==> src/rtl/alu_pkg.sv <==
// Shared ALU definitions: opcode encodings, opcode range and status-bit positions.
package alu_pkg;

  localparam int OP_W = 4;
  typedef logic [OP_W-1:0] alu_op_t;

  localparam alu_op_t ALU_ADD   = 4'd0;
  localparam alu_op_t ALU_SLL   = 4'd1;
  localparam alu_op_t ALU_SLT   = 4'd2;
  localparam alu_op_t ALU_XOR   = 4'd3;
  localparam alu_op_t ALU_SRL   = 4'd4;
  localparam alu_op_t ALU_OR    = 4'd5;
  localparam alu_op_t ALU_AND   = 4'd6;
  localparam alu_op_t ALU_EQ    = 4'd7;
  localparam alu_op_t ALU_GE    = 4'd8;
  localparam alu_op_t ALU_PASSB = 4'd9;

  // Codes above this still complete, with a zero result.
  localparam alu_op_t ALU_OP_FIRST = ALU_ADD;
  localparam alu_op_t ALU_OP_LAST  = ALU_PASSB;

  localparam int ST_W     = 3;
  localparam int ST_ZERO  = 0;
  localparam int ST_NEG   = 1;
  localparam int ST_CARRY = 2;

  function automatic logic op_in_range(input alu_op_t op);
    return (op >= ALU_OP_FIRST) && (op <= ALU_OP_LAST);
  endfunction

endpackage

==> src/rtl/alu_core_if.sv <==
// Request/response bundle between the execute stage (master) and the ALU (slave).
interface alu_core_if #(
  parameter int WIDTH = 32
) ();
  logic                 run;
  logic [WIDTH-1:0]     a;
  logic [WIDTH-1:0]     b;
  logic                 c;
  alu_pkg::alu_op_t     op;
  logic [WIDTH-1:0]     y;
  logic [alu_pkg::ST_W-1:0] st;
  logic                 ack;

  modport master (output run, a, b, c, op, input  y, st, ack);
  modport slave  (input  run, a, b, c, op, output y, st, ack);
endinterface

==> src/rtl/alu_core.sv <==
// Multi-function integer ALU: accept in IDLE, compute in BUSY, one-cycle ack,
// then a DONE cycle so back-to-back requests always see a fresh ack edge.
module alu_core
  import alu_pkg::*;
#(
  parameter int WIDTH = 32,
  parameter int OP_W  = 4
) (
  input  logic        clk,
  input  logic        rst,
  alu_core_if.slave   bus
);

  localparam int SH_W = $clog2(WIDTH);

  localparam logic [1:0] S_IDLE = 2'd0;
  localparam logic [1:0] S_BUSY = 2'd1;
  localparam logic [1:0] S_DONE = 2'd2;

  logic [1:0]       state_q, state_d;
  logic [OP_W-1:0]  op_q,    op_d;
  logic [WIDTH-1:0] a_q,     a_d;
  logic [WIDTH-1:0] b_q,     b_d;
  logic             c_q,     c_d;
  logic [WIDTH-1:0] y_q,     y_d;
  logic [ST_W-1:0]  st_q,    st_d;
  logic             ack_q,   ack_d;

  logic [WIDTH-1:0] res;
  logic             cry;
  logic [SH_W-1:0]  sh;
  logic             lt, eq;

  assign sh = b_q[SH_W-1:0];
  assign lt = c_q ? (a_q < b_q) : ($signed(a_q) < $signed(b_q));
  assign eq = (a_q == b_q);

  always_comb begin
    res = '0;
    cry = 1'b0;
    case (op_q)
      ALU_ADD: begin
        // SUB as a + ~b + 1, so the carry-out is the no-borrow flag.
        if (c_q) {cry, res} = {1'b0, a_q} + {1'b0, ~b_q} + (WIDTH+1)'(1);
        else     {cry, res} = {1'b0, a_q} + {1'b0, b_q};
      end
      ALU_SLL:   res = a_q << sh;
      ALU_SLT:   res = {{(WIDTH-1){1'b0}}, lt};
      ALU_XOR:   res = a_q ^ b_q;
      ALU_SRL:   res = c_q ? WIDTH'($signed(a_q) >>> sh) : (a_q >> sh);
      ALU_OR:    res = a_q | b_q;
      ALU_AND:   res = a_q & b_q;
      ALU_EQ:    res = {{(WIDTH-1){1'b0}}, eq ^ c_q};
      ALU_GE:    res = {{(WIDTH-1){1'b0}}, ~lt};
      ALU_PASSB: res = b_q;
      default:   res = '0;
    endcase
  end

  always_comb begin
    state_d = state_q;
    op_d    = op_q;
    a_d     = a_q;
    b_d     = b_q;
    c_d     = c_q;
    y_d     = y_q;
    st_d    = st_q;
    ack_d   = 1'b0;
    case (state_q)
      S_IDLE: begin
        if (bus.run) begin
          op_d    = bus.op;
          a_d     = bus.a;
          b_d     = bus.b;
          c_d     = bus.c;
          state_d = S_BUSY;
        end
      end
      S_BUSY: begin
        y_d           = res;
        st_d[ST_ZERO] = (res == '0);
        st_d[ST_NEG]  = res[WIDTH-1];
        st_d[ST_CARRY] = cry;
        ack_d         = 1'b1;
        state_d       = S_DONE;
      end
      S_DONE:  state_d = S_IDLE;
      default: state_d = S_IDLE;
    endcase
  end

  always_ff @(posedge clk) begin
    if (rst) begin
      state_q <= S_IDLE;
      op_q    <= '0;
      a_q     <= '0;
      b_q     <= '0;
      c_q     <= 1'b0;
      y_q     <= '0;
      st_q    <= '0;
      ack_q   <= 1'b0;
    end else begin
      state_q <= state_d;
      op_q    <= op_d;
      a_q     <= a_d;
      b_q     <= b_d;
      c_q     <= c_d;
      y_q     <= y_d;
      st_q    <= st_d;
      ack_q   <= ack_d;
    end
  end

  assign bus.y   = y_q;
  assign bus.st  = st_q;
  assign bus.ack = ack_q;

endmodule

==> src/flat_wrapper.sv <==
// flat-port wrapper written by rule: the top's interface ports become plain ports
module alu_core_flat import alu_pkg::*;
#(
  parameter int WIDTH = 32,
  parameter int OP_W  = 4
)
  (clk, rst, bus_run, bus_a, bus_b, bus_c, bus_op, bus_y, bus_st, bus_ack);
  alu_core_if #(.WIDTH(WIDTH)) bus_i ();
  input  logic clk;
  input  logic rst;
  input wire logic [$bits(bus_i.run)-1:0] bus_run;
  input wire logic [$bits(bus_i.a)-1:0] bus_a;
  input wire logic [$bits(bus_i.b)-1:0] bus_b;
  input wire logic [$bits(bus_i.c)-1:0] bus_c;
  input wire logic [$bits(bus_i.op)-1:0] bus_op;
  output wire logic [$bits(bus_i.y)-1:0] bus_y;
  output wire logic [$bits(bus_i.st)-1:0] bus_st;
  output wire logic [$bits(bus_i.ack)-1:0] bus_ack;
  assign bus_i.run = bus_run;
  assign bus_i.a = bus_a;
  assign bus_i.b = bus_b;
  assign bus_i.c = bus_c;
  assign bus_i.op = bus_op;
  assign bus_y = bus_i.y;
  assign bus_st = bus_i.st;
  assign bus_ack = bus_i.ack;
  alu_core #(.WIDTH(WIDTH), .OP_W(OP_W)) u_core (.clk(clk), .rst(rst), .bus(bus_i));
endmodule
==> config.mk <==
export PLATFORM = sky130hd
export DESIGN_NAME = alu_core_flat
export DESIGN_NICKNAME = d
export VERILOG_FILES = /design/src/rtl/alu_pkg.sv /design/src/rtl/alu_core_if.sv /design/src/rtl/alu_core.sv /design/src/flat_wrapper.sv
export SDC_FILE = /design/constraint.sdc
export NUM_CORES = 1
export LEC_CHECK = 0
export BUFFER_PORTS_ARGS = -buffer_cell sky130_fd_sc_hd__buf_2
export CAP_MARGIN = 25
export CORE_ASPECT_RATIO = 2
export CORE_MARGIN = 3
export CORE_UTILIZATION = 40
export CTS_BUF_LIST = sky130_fd_sc_hd__clkbuf_8 sky130_fd_sc_hd__clkbuf_16
export DETAILED_ROUTE_END_ITERATION = 10
export PLACE_DENSITY = 0.64
export SLEW_MARGIN = 25
export SYNTH_ARGS = -nofsm -noshare
export SYNTH_HDL_FRONTEND = slang
export SYNTH_SLANG_ARGS = --single-unit
==> constraint.sdc <==
create_clock -name clk -period 12.2 [get_ports clk]
set_input_delay 0 -clock clk [delete_from_list [all_inputs] [get_ports clk]]
set_output_delay 0 -clock clk [all_outputs]
set_load 0.005 [all_outputs]
* After elaboration in Yosys (flattened, before gate mapping)
Index checks and enable logic that the tools add are counted.
** Storage, ports and cells
- Register bits after elaboration :: 107
- Bits of input ports :: 72
- Output and inout port bits :: 36
- Logic and storage cells :: 47
** Operators by class
- $add $sub $neg :: 3
- Magnitude comparators :: 2
- Equality and inequality tests :: 12
- Shifts and indexed selects :: 3
- Multiplexer cells :: 9
- Bitwise logic cells :: 6
- Reduce and logical (&&, ||, !) cells :: 4
** Operators by type and width (count)
- case mux 32 bit (10 select lines) :: 1
- adder 32 x 32 -> 33 bit :: 2
- less-than comparator 32 bit :: 2
- 2-to-1 mux 32 bit :: 2
- adder 33 x 1 -> 33 bit, second input constant :: 1
- bitwise AND 32 bit :: 1
- == test 32 bit :: 1
- zero test 32 bit :: 1
- NOT 32 bit :: 1
- OR 32 bit :: 1
- << shifter 32 x 5 -> 32 bit :: 1
- >> shifter 32 x 5 -> 32 bit :: 1
- >>> shifter 32 x 5 -> 32 bit :: 1
- XOR 32 bit :: 1
- == test 4 x 3 -> 1 bit, second input constant :: 4
- == test 4 x 2 -> 1 bit, second input constant :: 2
- == test 4 bit, second input constant :: 2
- == test 4 x 1 -> 1 bit, second input constant :: 1
- zero test 4 bit :: 1
- 2-to-1 mux 1 bit :: 4
- case mux 2 bit (2 select lines) :: 1
- == test 2 x 1 -> 1 bit, second input constant :: 1
- zero test 2 bit :: 1
- 2-to-1 mux 2 bit :: 1
- other kinds (4) :: 4

* Logic depth before layout (Yosys ltp)
- Depth in word-level cells :: 6
- Gate-level depth with buffers :: 17
- Gate-level depth less buffers :: 14

* Worst setup path before layout
No wires, ideal clock.
- Kind :: reg2reg
- From :: register u_core.b_q[3]
- To :: register u_core.st_q[0], in the netlist u_core.bus.st[0]
- Setup time :: 0.060 ns
- Arrival time :: 4.112 ns
- Data required time :: 12.140 ns
- Setup slack :: 8.028 ns
- Stages on the path, launching flop included :: 18
- Buffers on the path :: 4
- Clock period less this slack :: 4.172 ns
- Cell sequence :: dfxtp_1 > buf_2 > inv_2 > buf_1 > clkbuf_1 > ha_1 > clkbuf_1 > o211a_1 > o31a_1 > o21ai_1 > o41a_1 > nand3_1 > o311a_1 > and3_1 > or3_1 > nor4_1 > nor4b_2 > a41o_1
** On the way
- Cells in the longest elaborated chain, start to end :: 6
- Elaborated cells on any way between the ends :: 20
- Classes of those cells :: 3 x add/sub; 2 x order compare; 1 x eq/ne; 3 x shift; 4 x mux; 6 x bitwise; 1 x reduce/logical
** Ends and longest elaborated chain
- start: declaration :: line alu_core.sv:23 : logic [WIDTH-1:0] b_q, b_d;
- start signal: assignment :: line alu_core.sv:97 : b_q <= '0;
- start signal: assignment :: line alu_core.sv:106 : b_q <= b_d;
- NOT 32 bit :: line alu_core.sv:44 : if (c_q) {cry, res} = {1'b0, a_q} + {1'b0, ~b_q} + (WIDTH+1)'(1);
- adder 32 x 32 -> 33 bit :: line alu_core.sv:44
- adder 33 x 1 -> 33 bit :: line alu_core.sv:44
- 2-to-1 mux 32 bit :: line alu_core.sv:44
- case mux 32 bit (10 select lines) (*) :: line alu_core.sv:41 : case (op_q)
- zero test 32 bit (*) :: line alu_core.sv:81 : st_d[ST_ZERO] = (res == '0);
- end signal: assignment :: line alu_core.sv:109 : st_q <= st_d;
- end: declaration :: line alu_core.sv:26 : logic [ST_W-1:0] st_q, st_d;
Every way passes the cells marked *; elsewhere a longest branch is shown, timed or not.
A chain may end at the register's enable or synchronous reset.

* Final worst setup path
- From :: register u_core.b_q[2]
- To :: register u_core.st_q[0], in the netlist u_core.bus.st[0]
Same word-level chain as after synthesis.

==> impl_metrics.prom <==
# TYPE chip_impl_metric gauge
chip_impl_info{name="status",value="finished, final reports clean"} 1
chip_impl_metric{name="number_of_flops_mapped_to_enable_cells_by_yosys",unit=""} 0
chip_impl_metric{name="finClkSkew",unit="ns"} 0.03194
chip_impl_metric{name="totalWireLength",unit="mm"} 75.82
chip_impl_metric{name="final_nets",unit=""} 2204
chip_impl_info{name="start_kind",value="flip-flop"} 1
chip_impl_metric{name="mappedNetlistNets",unit=""} 2152
chip_impl_info{name="min_path_type",value="primary input to flip-flop"} 1
chip_impl_metric{name="die_w",unit="um"} 138.3
chip_impl_metric{name="path_max_fanout",unit=""} 69
chip_impl_metric{name="die-height",unit="um"} 270.6
chip_impl_metric{name="fraction_of_registers_with_async_set_or_reset_after_synthesis",unit="%"} 0
chip_impl_metric{name="p_leak",unit="uW"} 0.005986
chip_impl_metric{name="vdd.ir_drop.worst",unit="mV"} 0.1060
chip_impl_metric{name="number_of_filler_instances_in_the_final_layout",unit=""} 3545
chip_impl_metric{name="synth-seq-area-share",unit="%"} 15.16
chip_impl_info{name="tritoncts",value="built"} 1
chip_impl_metric{name="worst-slew-pin-transition",unit="ns"} 1.081
chip_impl_metric{name="arrival_time_reported_for_the_critical_path_endpoint",unit="ns"} 5.90
chip_impl_metric{name="grt_antenna_before_repair",unit=""} 2
chip_impl_metric{name="period_needed",unit="ns"} 5.567
chip_impl_metric{name="layout-area-overhead-vs-synth",unit="%"} 12.72
chip_impl_metric{name="port_buffers",unit=""} 107
chip_impl_metric{name="die_area",unit="sq um"} 37420
chip_impl_metric{name="detailed_place_hpwl",unit="mm"} 57.32
chip_impl_metric{name="viasPerCell",unit=""} 6.763
chip_impl_metric{name="placeableCoreArea",unit="sq um"} 34470
chip_impl_metric{name="drcViolationCount",unit=""} 0
chip_impl_info{name="rsz_0062_raised_after_global_routing",value="false"} 1
chip_impl_metric{name="drt-initial-drc-count",unit=""} 2070
chip_impl_metric{name="power.density_cell_area",unit="nW/um^2"} 90.79
chip_impl_metric{name="final_min_period_over_clock_period",unit="%"} 45.63
chip_impl_metric{name="number_of_optimization_iterations_in_the_first_detailed_route_pass",unit=""} 6
chip_impl_info{name="critical_path_type",value="flip-flop to flip-flop"} 1
chip_impl_metric{name="grtUsageTotal",unit="%"} 38.98
chip_impl_metric{name="timing.max_cap.violations",unit=""} 0
chip_impl_metric{name="routed-via-count",unit=""} 16771
chip_impl_metric{name="final_cells",unit=""} 2480
chip_impl_metric{name="clock_latency_on_the_worst_skew_pair",unit="ns"} 0.41
chip_impl_info{name="timing.critical_path.to_type",value="flip-flop"} 1
chip_impl_metric{name="row_count",unit=""} 96
chip_impl_metric{name="synth-seq-cells",unit=""} 106
chip_impl_metric{name="numPlacedInstances",unit=""} 2394
chip_impl_metric{name="post_synth_inst_count",unit=""} 1981
chip_impl_metric{name="maximum_buffer_depth_of_the_clock_tree",unit=""} 2
chip_impl_metric{name="grt_pass1_vias",unit=""} 16072
chip_impl_metric{name="clk_transition_reported_paths",unit="ns"} 0.08
chip_impl_metric{name="h-tree-depth",unit=""} 3
chip_impl_info{name="synth-main-ff-cell",value="sky130_fd_sc_hd__dfxtp_1"} 1
chip_impl_info{name="cts-root-buf",value="sky130_fd_sc_hd__clkbuf_16"} 1
chip_impl_metric{name="drtAntennaViolNets",unit=""} 0
chip_impl_metric{name="floorplan.io_pins",unit=""} 108
chip_impl_metric{name="initial_utilization",unit="%"} 40.62
chip_impl_metric{name="hold_violations",unit=""} 0
chip_impl_metric{name="cpPeakStageDelay",unit="ns"} 0.89
chip_impl_info{name="cp_startpoint",value="u_core.b_q[2]"} 1
chip_impl_info{name="hold_path.startpoint",value="rst"} 1
chip_impl_metric{name="ys.warnings.count",unit=""} 0
chip_impl_info{name="crit_chain",value="inv_2 -> ha_1 -> and3_1 -> o211ai_1 -> a2111oi_0 -> o32ai_1 -> xnor2_1 -> o221ai_1 -> nor2_1 -> nand4_1 -> nor4b_2 -> a41o_1"} 1
chip_impl_metric{name="numCtsBuffers",unit=""} 9
chip_impl_metric{name="syn-mean-instance-area",unit="sq um"} 7.068
chip_impl_metric{name="final_util",unit="%"} 45.78
chip_impl_metric{name="max_freq",unit="GHz"} 0.1796
chip_impl_metric{name="grt_max_degree",unit=""} 71
chip_impl_metric{name="detail_route.wl_per_cell",unit="um"} 30.57
chip_impl_metric{name="grt_pass1_wl",unit="mm"} 109.7
chip_impl_metric{name="finalWeightedCongestion",unit=""} 1.109
chip_impl_metric{name="cts-resized-gates",unit=""} 0
chip_impl_metric{name="worstPathRequired",unit="ns"} 12.54
chip_impl_metric{name="tritoncts_num_sinks",unit=""} 106
chip_impl_metric{name="final.setup.tns",unit="ns"} 0
chip_impl_metric{name="report.final.slew_viol_count",unit=""} 0
chip_impl_metric{name="grt_remaining_overflow",unit=""} 0
chip_impl_metric{name="layout-drive-gt1-share",unit="%"} 13.25
chip_impl_info{name="timing.critical_path.slowest_stage_cell",value="sky130_fd_sc_hd__dfxtp_4"} 1
chip_impl_metric{name="synth_area",unit="sq um"} 14000
chip_impl_metric{name="post_synth_num_cell_types",unit=""} 87
chip_impl_metric{name="slew_headroom",unit="%"} 27.34
chip_impl_metric{name="setup_violations",unit=""} 0
chip_impl_info{name="startpoint_of_the_worst_slack_reg_to_reg_timing_path",value="u_core.b_q[2]"} 1
[critical path: cells and delay by family (launching register included)]
family | cells | cell delay (ns)
AO/OA/AOI/OAI | 5 | 1.85
XOR/XNOR | 1 | 0.56
adder cells (fa/ha/maj) | 1 | 0.61
buffers and inverters | 1 | 0.47
flip-flops | 1 | 0.89
AND/OR/NAND/NOR | 4 | 1.07
[logic make-up after synthesis]
| group | count (synthesis) | synth area share, % |
|---|---|---|
| multiplexers | 135 | 13.50 |
| adder cells (fa/ha/maj) | 99 | 8.954 |
| AND/OR/NAND/NOR | 713 | 23.47 |
| flip-flops | 106 | 15.16 |
| AO/OA/AOI/OAI | 629 | 29.52 |
| XOR/XNOR | 22 | 1.376 |
| buffers and inverters | 277 | 8.015 |
[final timing paths]
| path | end | slack, ns | cells past startpoint |
|---|---|---|---|
| worst min register to register | u_core.bus.y[21] | 0.46 | 2 |
| worst min-delay path | u_core.state_q[0] | 0.05 | 2 |
| worst max-delay path | u_core.bus.st[0] | 6.63 | 12 |
| worst max register to register | u_core.bus.st[0] | 6.63 | 12 |
[sequential cells by signal (all words and copies together) (netlist names)]
signal / flops
u_core.b_q: 32
u_core.c_q: 1
u_core.bus.y: 31
u_core.op_q: 4
u_core.bus.st: 3
u_core.a_q: 32
u_core.state_q: 2
u_core.bus.ack: 1
[placed cells by master (no fill, tap or decap), types with 10 or more instances in the layout]
cell,instances
sky130_fd_sc_hd__nand2_1,297
sky130_fd_sc_hd__a21oi_1,204
sky130_fd_sc_hd__nor2_1,172
sky130_fd_sc_hd__o21ai_0,107
sky130_fd_sc_hd__buf_2,106
sky130_fd_sc_hd__dfxtp_1,101
sky130_fd_sc_hd__ha_1,97
sky130_fd_sc_hd__inv_1,92
sky130_fd_sc_hd__mux2i_1,73
sky130_fd_sc_hd__dlygate4sd3_1,69
sky130_fd_sc_hd__a211oi_1,51
sky130_fd_sc_hd__buf_4,45
sky130_fd_sc_hd__mux4_2,41
sky130_fd_sc_hd__nor3_1,37
sky130_fd_sc_hd__o211ai_1,33
sky130_fd_sc_hd__nor2b_1,33
sky130_fd_sc_hd__nand3_1,33
sky130_fd_sc_hd__a22oi_1,27
sky130_fd_sc_hd__nand2b_1,22
sky130_fd_sc_hd__mux2_2,21
sky130_fd_sc_hd__a221oi_1,19
sky130_fd_sc_hd__nand4_1,18
sky130_fd_sc_hd__xnor2_1,17
sky130_fd_sc_hd__nor4_1,17
sky130_fd_sc_hd__o22ai_1,14
sky130_fd_sc_hd__and2_1,12
sky130_fd_sc_hd__a21o_1,12
sky130_fd_sc_hd__a31oi_1,12
sky130_fd_sc_hd__and3_1,11
sky130_fd_sc_hd__or2_2,11
sky130_fd_sc_hd__a221o_1,10
sky130_fd_sc_hd__or3_1,10
[per-stage QoR]
stage	instance area (sq um)	total power, uW	hold WS [ns]	worst slack [ns]
final	15780	1433	0.04749	6.633
after global routing	15780	1488	0.05192	6.703
after CTS	15780	1412	0.02589	6.986
after detailed placement	14780	1059	0.2468	7.038
after global placement	14760	1057	0.2391	7.013
after floorplan	14000	815.8	0.1360	8.028
[synth_stat cells, types with 14 or more instances]
cell type | n | area share (%)
sky130_fd_sc_hd__nand2_1 | 298 | 8.0
sky130_fd_sc_hd__a21oi_1 | 204 | 7.3
sky130_fd_sc_hd__nor2_1 | 172 | 4.6
sky130_fd_sc_hd__clkbuf_1 | 120 | 3.2
sky130_fd_sc_hd__o21ai_0 | 107 | 3.8
sky130_fd_sc_hd__dfxtp_1 | 106 | 15
sky130_fd_sc_hd__ha_1 | 97 | 8.7
sky130_fd_sc_hd__inv_1 | 92 | 2.5
sky130_fd_sc_hd__mux2i_1 | 73 | 5.2
sky130_fd_sc_hd__a211oi_1 | 52 | 2.8
sky130_fd_sc_hd__mux4_2 | 41 | 6.6
sky130_fd_sc_hd__nor3_1 | 37 | 1.3
sky130_fd_sc_hd__nor2b_1 | 34 | 1.5
sky130_fd_sc_hd__buf_2 | 33 | 1.2
sky130_fd_sc_hd__nand3_1 | 33 | 1.2
sky130_fd_sc_hd__o211ai_1 | 33 | 1.8
sky130_fd_sc_hd__a22oi_1 | 27 | 1.4
sky130_fd_sc_hd__nand2b_1 | 22 | 0.98
sky130_fd_sc_hd__mux2_2 | 21 | 1.7
sky130_fd_sc_hd__a221oi_1 | 19 | 1.2
sky130_fd_sc_hd__nand4_1 | 18 | 0.80
sky130_fd_sc_hd__nor4_1 | 18 | 0.80
sky130_fd_sc_hd__buf_1 | 17 | 0.46
sky130_fd_sc_hd__xnor2_1 | 17 | 1.1
sky130_fd_sc_hd__o22ai_1 | 14 | 0.63
[what timing repair did]
item                      4_1_cts  5_1_grt
hold buffers                   69        0
hold endpoints to repair       69        0
buffers inserted                0        0
[per-layer routing]
| metal | up-vias | part of all wire (%) | global-route usage (%) |
|---|---|---|---|
| met2 | 1068 | 48 | 66.36 |
| met5 | - | 0 | 0 |
| li1 | 7332 | - | - |
| met4 | 0 | 10 | 32.20 |
| met3 | 331 | 7.3 | 6.562 |
| met1 | 8040 | 34 | 41.84 |
[area by class of cell]
type                       instances  area (sq um)  share of cell area (%)
multi-input combinational       1598         10840                   68.69
sequential                       106          2136                   13.53
timing repair buffer             221          1579                   10.00
tap                              441         551.8                   3.496
inverter                          97         364.1                   2.307
clock buffer                       9         225.2                   1.427
clock inverter                     7         83.83                  0.5312
antenna                            1         2.502                 0.01586
[power breakdown]
group	leakage, uW	internal [uW]	switching [uW]
Clock	0.000154	164	171
Sequential	0.000873	368	53.0
Combinational	0.00496	234	444
Total	0.00599	765	668
Note: power is estimated with default switching activity, not from simulation.
